### config.mk
export PLATFORM = sky130hd
export DESIGN_NAME = rf_capture_sequencer
export DESIGN_NICKNAME = d
export VERILOG_FILES = /design/src/rtl/rfsoc_seq_pkg.sv /design/src/rtl/bit_sync.sv /design/src/rtl/rf_capture_sequencer.sv
export SDC_FILE = /design/constraint.sdc
export NUM_CORES = 1
export LEC_CHECK = 0
export CAP_MARGIN = 10
export CORE_UTILIZATION = 25
export DETAILED_ROUTE_END_ITERATION = 7
export HOLD_SLACK_MARGIN = 0.15
export PLACE_DENSITY = 0.53
export RECOVER_POWER = 100
export SYNTH_ARGS = -nofsm -noshare
export SYNTH_HDL_FRONTEND = slang
export SYNTH_SLANG_ARGS = --single-unit
### constraint.sdc
create_clock -name axilite_clk -period 10.8 [get_ports axilite_clk]
set_input_delay 2.16 -clock axilite_clk [delete_from_list [all_inputs] [get_ports axilite_clk]]
set_output_delay 2.16 -clock axilite_clk [all_outputs]
set_load 0.02 [all_outputs]
### src/rtl/rfsoc_seq_pkg.sv
// Shared types and default sizing for the RF capture sequencer.
package rfsoc_seq_pkg;

  localparam int unsigned DEF_RST_CYCLES  = 16;
  localparam int unsigned DEF_CNT_W       = 32;
  localparam int unsigned DEF_ITER_W      = 16;
  localparam int unsigned DEF_SYNC_STAGES = 2;

  typedef enum logic [2:0] {
    S_IDLE      = 3'd0,
    S_RST       = 3'd1,
    S_DAC_GO    = 3'd2,
    S_LEAD      = 3'd3,
    S_ADC_GO    = 3'd4,
    S_WAIT_DONE = 3'd5,
    S_NEXT      = 3'd6,
    S_FLUSH     = 3'd7
  } seq_state_e;

  typedef enum logic [1:0] {
    ERR_NONE  = 2'd0,
    ERR_DAC   = 2'd1,
    ERR_ADC   = 2'd2,
    ERR_ABORT = 2'd3
  } seq_err_e;

endpackage

### src/rtl/bit_sync.sv
// Multi-flop level synchronizer for single-bit signals from another clock domain.
module bit_sync #(
  parameter int unsigned STAGES = 2
) (
  input  logic clk,
  input  logic rst_n,
  input  logic d,
  output logic q
);

  logic [STAGES-1:0] sync_q;

  always_ff @(posedge clk or negedge rst_n) begin
    if (!rst_n) sync_q <= '0;
    else        sync_q <= {sync_q[STAGES-2:0], d};
  end

  assign q = sync_q[STAGES-1];

endmodule

### src/rtl/rf_capture_sequencer.sv
// Sequences repeated DAC playback / ADC capture iterations with reset, lead delay,
// completion/timeout handling, error and abort flushing, and sticky status.
module rf_capture_sequencer
  import rfsoc_seq_pkg::*;
#(
  parameter int unsigned RST_CYCLES  = DEF_RST_CYCLES,
  parameter int unsigned CNT_W       = DEF_CNT_W,
  parameter int unsigned ITER_W      = DEF_ITER_W,
  parameter int unsigned SYNC_STAGES = DEF_SYNC_STAGES
) (
  input  logic              axilite_clk,
  input  logic              axilite_rstb,
  input  logic              seq_start,
  input  logic              seq_abort,
  input  logic [CNT_W-1:0]  cfg_lead,
  input  logic [CNT_W-1:0]  cfg_timeout,
  input  logic [ITER_W-1:0] cfg_iters,
  input  logic              adc_cap_done,
  input  logic              dac_rd_err,
  input  logic              adc_wr_err,
  output logic              dac_reset,
  output logic              dac_start,
  output logic              adc_reset,
  output logic              adc_start,
  output logic              seq_busy,
  output logic              seq_done,
  output logic              seq_err,
  output logic [1:0]        seq_err_code,
  output logic [2:0]        seq_state,
  output logic [ITER_W-1:0] iter_cnt
);

  localparam logic [CNT_W-1:0] RST_LEN = CNT_W'(RST_CYCLES);

  seq_state_e        state_q, state_d;
  seq_err_e          err_code_q, err_code_d, flush_code;
  logic [CNT_W-1:0]  cnt_q, cnt_d, cnt_inc;
  logic [CNT_W-1:0]  lead_q, timeout_q;
  logic [ITER_W-1:0] iters_q, iter_cnt_q, iter_cnt_d;
  logic              cap_sync, cap_prev, dac_err_sync, adc_err_sync;
  logic              cap_rise, completion, accept, in_run;
  logic              path_rst_q, path_rst_d;
  logic              dac_start_q, dac_start_d, adc_start_q, adc_start_d;
  logic              busy_q, busy_d, done_q, done_d, err_q, err_d;

  bit_sync #(.STAGES(SYNC_STAGES)) u_sync_cap (
    .clk(axilite_clk), .rst_n(axilite_rstb), .d(adc_cap_done), .q(cap_sync)
  );
  bit_sync #(.STAGES(SYNC_STAGES)) u_sync_dac_err (
    .clk(axilite_clk), .rst_n(axilite_rstb), .d(dac_rd_err), .q(dac_err_sync)
  );
  bit_sync #(.STAGES(SYNC_STAGES)) u_sync_adc_err (
    .clk(axilite_clk), .rst_n(axilite_rstb), .d(adc_wr_err), .q(adc_err_sync)
  );

  assign accept   = (state_q == S_IDLE) && seq_start;
  assign cap_rise = cap_sync && !cap_prev;
  assign cnt_inc  = (cnt_q == '1) ? cnt_q : cnt_q + CNT_W'(1);
  assign in_run   = (state_q == S_DAC_GO) || (state_q == S_LEAD) ||
                    (state_q == S_ADC_GO) || (state_q == S_WAIT_DONE);

  // State register
  always_ff @(posedge axilite_clk or negedge axilite_rstb) begin
    if (!axilite_rstb) state_q <= S_IDLE;
    else               state_q <= state_d;
  end

  // Next-state: normal flow, then path errors, then abort as highest priority
  always_comb begin
    state_d    = state_q;
    flush_code = ERR_NONE;
    completion = 1'b0;
    unique case (state_q)
      S_IDLE:      if (seq_start) state_d = S_RST;
      S_RST:       if (cnt_inc == RST_LEN) state_d = S_DAC_GO;
      S_DAC_GO:    state_d = (lead_q == '0) ? S_ADC_GO : S_LEAD;
      S_LEAD:      if (cnt_inc == lead_q) state_d = S_ADC_GO;
      S_ADC_GO:    state_d = S_WAIT_DONE;
      S_WAIT_DONE: begin
        if (cap_rise) begin
          state_d    = S_NEXT;
          completion = 1'b1;
        end else if ((timeout_q != '0) && (cnt_inc == timeout_q)) begin
          state_d    = S_FLUSH;
          flush_code = ERR_ADC;
        end
      end
      S_NEXT:      state_d = ((iters_q != '0) && (iter_cnt_q == iters_q)) ? S_IDLE : S_RST;
      S_FLUSH:     if (cnt_inc == RST_LEN) state_d = S_IDLE;
      default:     state_d = S_IDLE;
    endcase
    if (in_run && (dac_err_sync || adc_err_sync)) begin
      state_d    = S_FLUSH;
      flush_code = dac_err_sync ? ERR_DAC : ERR_ADC;
      completion = 1'b0;
    end
    if (seq_abort && (state_q != S_IDLE) && (state_q != S_FLUSH)) begin
      state_d    = S_FLUSH;
      flush_code = ERR_ABORT;
      completion = 1'b0;
    end
  end

  // Output/datapath next values; outputs are decoded from the next state so they register cleanly
  always_comb begin
    path_rst_d  = (state_d == S_RST) || (state_d == S_FLUSH);
    dac_start_d = (state_d == S_DAC_GO);
    adc_start_d = (state_d == S_ADC_GO);
    busy_d      = (state_d != S_IDLE);
    done_d      = done_q;
    err_d       = err_q;
    err_code_d  = err_code_q;
    iter_cnt_d  = iter_cnt_q;
    cnt_d       = ((state_d != state_q) || (state_q == S_IDLE)) ? '0 : cnt_inc;
    if (accept) begin
      done_d     = 1'b0;
      err_d      = 1'b0;
      err_code_d = ERR_NONE;
      iter_cnt_d = '0;
    end
    if (completion && ((iters_q == '0) || (iter_cnt_q != '1))) begin
      iter_cnt_d = iter_cnt_q + ITER_W'(1);
    end
    if ((state_q == S_NEXT) && (state_d == S_IDLE)) done_d = 1'b1;
    if ((state_d == S_FLUSH) && (state_q != S_FLUSH)) begin
      err_d      = 1'b1;
      err_code_d = flush_code;
    end
  end

  // Output, counter and shadow-config registers
  always_ff @(posedge axilite_clk or negedge axilite_rstb) begin
    if (!axilite_rstb) begin
      path_rst_q  <= 1'b0;
      dac_start_q <= 1'b0;
      adc_start_q <= 1'b0;
      busy_q      <= 1'b0;
      done_q      <= 1'b0;
      err_q       <= 1'b0;
      err_code_q  <= ERR_NONE;
      iter_cnt_q  <= '0;
      cnt_q       <= '0;
      cap_prev    <= 1'b0;
      lead_q      <= '0;
      timeout_q   <= '0;
      iters_q     <= '0;
    end else begin
      path_rst_q  <= path_rst_d;
      dac_start_q <= dac_start_d;
      adc_start_q <= adc_start_d;
      busy_q      <= busy_d;
      done_q      <= done_d;
      err_q       <= err_d;
      err_code_q  <= err_code_d;
      iter_cnt_q  <= iter_cnt_d;
      cnt_q       <= cnt_d;
      cap_prev    <= cap_sync;
      if (accept) begin
        lead_q    <= cfg_lead;
        timeout_q <= cfg_timeout;
        iters_q   <= cfg_iters;
      end
    end
  end

  assign dac_reset    = path_rst_q;
  assign adc_reset    = path_rst_q;
  assign dac_start    = dac_start_q;
  assign adc_start    = adc_start_q;
  assign seq_busy     = busy_q;
  assign seq_done     = done_q;
  assign seq_err      = err_q;
  assign seq_err_code = err_code_q;
  assign seq_state    = state_q;
  assign iter_cnt     = iter_cnt_q;

endmodule

==> summary.txt, run 1 <==
Status -> finished, violations left
Failing checks -> capacitance limit, slew limit
Max incr delay on CP -> 1.36 ns
Async SR Flop Fraction -> 100%
Root Buffer Master -> clkbuf_16
Core area -> 39,800 um^2
Cells after Synth -> 1,284
PwrDens -> 188 nW/um^2
Crit-path max FO -> 32
Remaining antenna violation count -> 0
Synth cell types -> 78
CP Data Arrival Time -> 7.93 ns
Vias -> 10,500
Power, Total -> 2.28 mW
Top FF cell, synth -> dfrtp_1
Post-DP Area -> 11,600 um^2
WL/cell -> 23.9 um
Overall routing resource usage -> 21.9%
Total grt overflow -> 0
Clk_lat worst skew -> 0.44 ns
Clock-pin slew on the worst setup and hold paths -> 0.06 ns
Non-Filler Instances -> 1,874
Ys Warns -> 0
Chip width -> 203 um
Number of global-route vias before repair -> 10,300
Sum of negative setup slack -> 0 ns
Initial Utilization -> 25.4%
Largest net degree at the start of global routing -> 58
Drt first pass iters -> 8
Mapped Area -> 10,100 um^2
Vias per inst -> 5.62
Worst-Margin Slew -> 3.06 ns
Compound-Gate Fraction of Synth Area -> 15.1%
Pleak -> 4.83 nW
CTS tree -> yes
Hpwl dp -> 33.7 mm
H-tree depth -> 4
Most common cell after layout, fill and taps aside -> nand2_1
Post-route cell area -> 12,200 um^2
# setup viols final -> 0
Largest family of logic cells by synthesized area -> simple AND/OR/NAND/NOR gates
Max Freq -> 0.130 GHz
Remaining DRCs -> 0
Full die area -> 41,300 um^2
Tcrit/Tclk final -> 71.4%
Final-report hold violation count -> 0
Worst hold path class -> reg2reg
Final nets -> 1,426
Data required, critical path -> 11.03 ns
#FFs+latches synth -> 146
Clock sinks -> 146
GP Congestion -> 0.998
Layout area overhead -> 20.3%
Share of post-route cells with drive strength above 1 -> 5.26%
Number of placement rows -> 73
Setup repair bufs after CTS -> 0
CP max-delay cell -> clkbuf_1
Mux cell area share after synthesis -> 1.01%
Mean Syn Cell Area -> 7.87 um^2
Die Span Y -> 203 um
Initial DRC Count -> 901
Resized Gates After CTS -> 0
Post-synthesis xor/xnor area fraction -> 9.24%
Routed WL -> 44.7 mm
Maximum buffer depth of the clock tree -> 2
First-pass GRT wire length -> 67.0 mm
WHS -> 0.351 ns
Critical path type -> reg2reg
Hold_buf cts -> 0
Antenna diodes -> 0
Slew headroom -> -104%
Post-synth EDFFs -> 0
Placed Instances -> 1,843
Adder-cell share of the synthesized area -> 0.247%
Post-synthesis sequential area ratio -> 36.1%
RSZ-0062 raised after global routing -> false
Ports -> 115
Worst setup EP type -> flip-flop
CTS buffer count -> 17
Crit-path cells -> nand4_1, nor3_1, nand2_1, nor2_1, mux2i_1, nand4b_1, or4_1, o41ai_1, a21oi_1, a31oi_1, or4_1, clkbuf_1, nor2_1
Initial antenna violation count -> 1
Max-cap violations -> 5
Synth Area in Simple Gates -> 33.1%
Port Buffers -> 114
Worst VDD drop -> 0.0858 mV
CP Launch Type -> flip-flop
Syn Nets -> 1,373
Fin crit period -> 7.71 ns
Slew Limit Fails -> 224
Worst Skew -> 0.0152 ns
Most frequent cells in the layout -> nand2_1 (295), dfrtp_1 (146), nor2_1 (86)
-- stage by stage --
step | utilization, % | setup WS [ns]
CTS | 30.7 | 4.69
detailed placement | 29.2 | 4.70
floorplan | - | 6.53
global placement | 29.2 | 4.69
global route | 30.6 | 2.55
finish | 30.6 | 3.09
-- synthesized netlist by cell type (all sizes together) (31+ instances only) --
cell type | n | area share, %
buf | 41 | 2.2
xor2 | 31 | 2.8
xnor2 | 74 | 6.4
nand2 | 295 | 11
clkbuf | 58 | 2.2
nand3 | 44 | 2.2
o21ai | 54 | 2.7
dfrtp | 146 | 36
nand4 | 49 | 3.2
nor4 | 44 | 3.0
nor3 | 39 | 2.2
nor2 | 86 | 3.2
a21oi | 43 | 2.1
-- area by class of cell --
class                      instances  area (um^2)
inverter                          20         75.1
multi-input combinational       1019         5950
clock inverter                    12          131
tap                              525          657
fill                            4361        27700
sequential                       146         3650
timing repair buffer             133         1260
clock buffer                      19          443
-- sequential cells by signal, indices dropped and copies added, names as in the netlist, 2 cells and up --
register               flops
u_sync_adc_err.sync_q      2
seq_err_code               2
lead_q                    32
timeout_q                 32
cnt_q                     32
iters_q                   16
u_sync_cap.sync_q          2
u_sync_dac_err.sync_q      2
seq_state                  3
iter_cnt                  16
-- kinds of logic (layout without fill, tap and decap cells) --
family	after synthesis	after routing
simple gates	678	678
compound gates	224	224
flops	146	146
buf+inv	119	184
xor+xnor	105	105
mux	10	10
fa+ha+maj	2	2
-- per-layer routing --
metal	routed length [um]	track usage, %
met4	2730	13.4
met1	17700	26.7
met2	20700	35.6
met5	13	0
met3	3520	4.14
-- power by group --
group          switching (mW)  internal (mW)
sequential              0.260          0.681
combinational           0.430          0.320
clock                   0.246          0.345
-- worst paths after layout --
path,startpoint,to,slack [ns],cells past startpoint
max in group asynchronous,axilite_rstb,lead_q[24],3.95,3
setup / recovery,cnt_q[9],cnt_q[12],3.09,13
hold reg to reg,u_sync_cap.sync_q[0],u_sync_cap.sync_q[1],0.35,0
setup reg to reg,cnt_q[9],cnt_q[12],3.09,13
min in group asynchronous,axilite_rstb,lead_q[6],2.71,1
hold / removal,u_sync_cap.sync_q[0],u_sync_cap.sync_q[1],0.35,0
-- worst max-delay path, delay by kind of cell (launching register included) --
| family | cells | cell delay [ns] |
|---|---|---|
| mux | 1 | 0.60 |
| simple gates | 8 | 4.16 |
| buf+inv | 1 | 1.36 |
| compound gates | 3 | 0.58 |
| flops | 1 | 0.78 |
(Power assumes the default switching activity.)
==> run 2: changes to the inputs <==
PLACE_DENSITY = 0.54   (was 0.53)
clock period = 6.4 ns   (was 10.8 ns; I/O delays follow)
==> run 2 against run 1 <==
Effect of this change:
- largest power group unchanged
- largest cell class unchanged
- hold slack worse by 0.00092 ns
- the run still ends with capacitance limit, slew limit left
- fmax is 40% higher
- final area is 2.4% higher
==> summary.txt, run 2 (synthesized netlist as in run 1, its figures left out) <==
Status -> finished, violations left (unchanged)
Failing checks -> capacitance limit, slew limit (unchanged)
Hold_buf cts -> 0 (unchanged)
Tcrit/Tclk final -> 86.2% (was 71.4%)
Crit-path max FO -> 14 (was 32)
Chip width -> 203 um (unchanged)
Share of post-route cells with drive strength above 1 -> 7.73% (was 5.26%)
Met2 usage -> 35.7% (was 35.6%)
Critical path type -> reg2reg (unchanged)
Vias per inst -> 5.54 (was 5.62)
Antenna diodes -> 0 (unchanged)
Full die area -> 41,300 um^2 (unchanged)
PwrDens -> 317 nW/um^2 (was 188 nW/um^2)
Final core occ -> 31.3% (was 30.6%)
Max incr delay on CP -> 0.71 ns (was 1.36 ns)
Final nets -> 1,461 (was 1,426)
Die Span Y -> 203 um (unchanged)
M3 GR Usage -> 3.71% (was 4.14%)
Max Freq -> 0.181 GHz (was 0.130 GHz)
Port Buffers -> 114 (unchanged)
CTS buffer count -> 17 (unchanged)
RSZ-0062 raised after global routing -> false (unchanged)
Maximum buffer depth of the clock tree -> 2 (unchanged)
Pleak -> 5.03 nW (was 4.83 nW)
Number of global-route vias before repair -> 10,500 (was 10,300)
Crit-path cells -> nand4_1, or3_1, nor2_1, buf_4, xnor2_1, o211ai_1, a2111oi_0, nand4b_1, nor3_1, o21a_1, a31oi_1, or4_1, clkbuf_1, a211oi_1 (was nand4_1, nor3_1, nand2_1, nor2_1, mux2i_1, nand4b_1, or4_1, o41ai_1, a21oi_1, a31oi_1, or4_1, clkbuf_1, nor2_1)
Ports -> 115 (unchanged)
CP max-delay cell -> or3_1 (was clkbuf_1)
Stages on the worst setup path -> 14 (was 13)
# setup viols final -> 0 (unchanged)
Worst setup EP type -> flip-flop (unchanged)
CTS tree -> yes (unchanged)
Most frequent cells in the layout -> nand2_1 (295), dfrtp_1 (146), nor2_1 (86) (unchanged)
Root Buffer Master -> clkbuf_16 (unchanged)
Internal -> 2.31 mW (was 1.35 mW)
Net Sw Frac -> 41.4% (was 41.0%)
Largest registers -> cnt_q: 32 flops, lead_q: 32 flops, timeout_q: 32 flops (unchanged)
Drt first pass iters -> 5 (was 8)
Worst Skew -> 0.0131 ns (was 0.0152 ns)
Clock Power Share -> 26.4% (was 25.9%)
WL/cell -> 23.7 um (was 23.9 um)
Data required, critical path -> 6.74 ns (was 11.03 ns)
Reg2reg path depth -> 14 (was 13)
GRT met1 Usage -> 28.2% (was 26.7%)
Overall routing resource usage -> 22.2% (was 21.9%)
Bufs and invs on worst path -> 2 (was 1)
Number of placement rows -> 73 (unchanged)
H-tree depth -> 4 (unchanged)
Remaining DRCs -> 0 (unchanged)
Worst VDD drop -> 0.154 mV (was 0.0858 mV)
Sequential power share -> 40.2% (was 41.2%)
Setup repair bufs after CTS -> 0 (unchanged)
Routed WL -> 45.3 mm (was 44.7 mm)
Slew Limit Fails -> 180 (was 224)
Final-report hold violation count -> 0 (unchanged)
Worst reg-to-reg setup slack -> 0.88 ns (was 3.09 ns)
Clk_lat worst skew -> 0.44 ns (about the same)
Worst r2r dst -> cnt_q[31] (was cnt_q[12])
Clock sinks -> 146 (unchanged)
Hpwl dp -> 34.6 mm (was 33.7 mm)
Worst R2R Start -> cnt_q[11] (was cnt_q[9])
Largest net degree at the start of global routing -> 95 (was 58)
Resized Gates After CTS -> 0 (unchanged)
First-pass GRT wire length -> 68.5 mm (was 67.0 mm)
Initial Utilization -> 25.4% (unchanged)
Worst hold path class -> reg2reg (unchanged)
Total grt overflow -> 0 (unchanged)
Switching Power -> 1.63 mW (was 936 uW)
Clock-pin slew on the worst setup and hold paths -> 0.07 ns (was 0.06 ns)
Most common cell after layout, fill and taps aside -> nand2_1 (unchanged)
Core area -> 39,800 um^2 (unchanged)
Worst-Margin Slew -> 4.23 ns (was 3.06 ns)
Gate power share -> 33.5% (was 32.9%)
Setup WS post-layout -> 0.883 ns (was 3.09 ns)
CP Launch Point -> cnt_q[11] (was cnt_q[9])
GP Congestion -> 0.994 (was 0.998)
Slew headroom -> -182% (was -104%)
Initial DRC Count -> 831 (was 901)
CP Launch Type -> flip-flop (unchanged)
End point of the critical path -> cnt_q[31] (was cnt_q[12])
Layout area overhead -> 23.2% (was 20.3%)
Remaining antenna violation count -> 0 (unchanged)
Setup slack at placement -> 1.14 ns (was 4.70 ns)
Initial antenna violation count -> 2 (was 1)
Critical path's top delay family -> simple AND/OR/NAND/NOR gates (unchanged)
Vias -> 10,600 (was 10,500)
CP Data Arrival Time -> 5.85 ns (was 7.93 ns)
Fin crit period -> 5.52 ns (was 7.71 ns)
WHS -> 0.350 ns (was 0.351 ns)
Max-cap violations -> 3 (was 5)
Sum of negative setup slack -> 0 ns (unchanged)
GR peak layer -> met2 (unchanged)
run 2: cell types whose count changed in the layout (fill, tap and decap cells not counted), sizes merged:
cell | previous run | this run
buf | 15 | 49
inv | 21 | 26
clkinvlp | 4 | 2
clkinv | 5 | 4
clkbuf | 24 | 23
dlygate4sd2 | 0 | 1
run 2: cell type report:
cell class	instances	area [um^2]
Multi-Input combinational cell	1019	5940
Timing Repair Buffer	168	1530
Clock inverter	14	168
Sequential cell	146	3650
Clock buffer	18	439
Tap cell	525	657
Inverter	20	75.1
Fill cell	4366	27400
run 2: routing by layer:
layer / vias up / wire length [um]
li1: 4757 / -
met1: 5136 / 18300
met2: 560 / 20900
met3: 125 / 3500
met4: 4 / 2550
met5: - / 20
run 2: worst min-delay path by stage:
| stage | slack, ns | start | endpoint | cells past startpoint |
|---|---|---|---|---|
| after floorplan | 0.33 | u_sync_adc_err.sync_q[0] | u_sync_adc_err.sync_q[1] | 0 |
| after global placement | 0.34 | u_sync_dac_err.sync_q[0] | u_sync_dac_err.sync_q[1] | 0 |
| after detailed placement | 0.34 | u_sync_cap.sync_q[0] | u_sync_cap.sync_q[1] | 0 |
| after CTS | 0.35 | u_sync_cap.sync_q[0] | u_sync_cap.sync_q[1] | 0 |
| after global routing | 0.35 | u_sync_cap.sync_q[0] | u_sync_cap.sync_q[1] | 0 |
| final | 0.35 | u_sync_cap.sync_q[0] | u_sync_cap.sync_q[1] | 0 |
run 2: stage by stage:
step / std cells / instance area (um^2) / power, mW
6_report: 1910 / 12500 / 3.95
2_1_floorplan: 1284 / 10100 / 2.30
3_3_place_gp: 1878 / 11900 / 2.94
3_5_place_dp: 1878 / 11900 / 2.92
4_1_cts: 1910 / 12500 / 3.97
5_1_grt: 1910 / 12500 / 4.15
run 2: power groups by stage:
stage / sequential (mW) / combinational, mW / clock (mW)
after floorplan: 1.40 / 0.908 / 0
after global placement: 1.60 / 1.35 / 0
after detailed placement: 1.59 / 1.33 / 0
after CTS: 1.58 / 1.33 / 1.06
after global routing: 1.61 / 1.45 / 1.10
final: 1.59 / 1.32 / 1.04
==> run 3: changes to the inputs <==
SETUP_SLACK_MARGIN = 0.4   (was default)
SKIP_CTS_REPAIR_TIMING = 1   (was default)
==> results of run 3 <==
Final layout, timing and power as in run 2 (identical DEF).
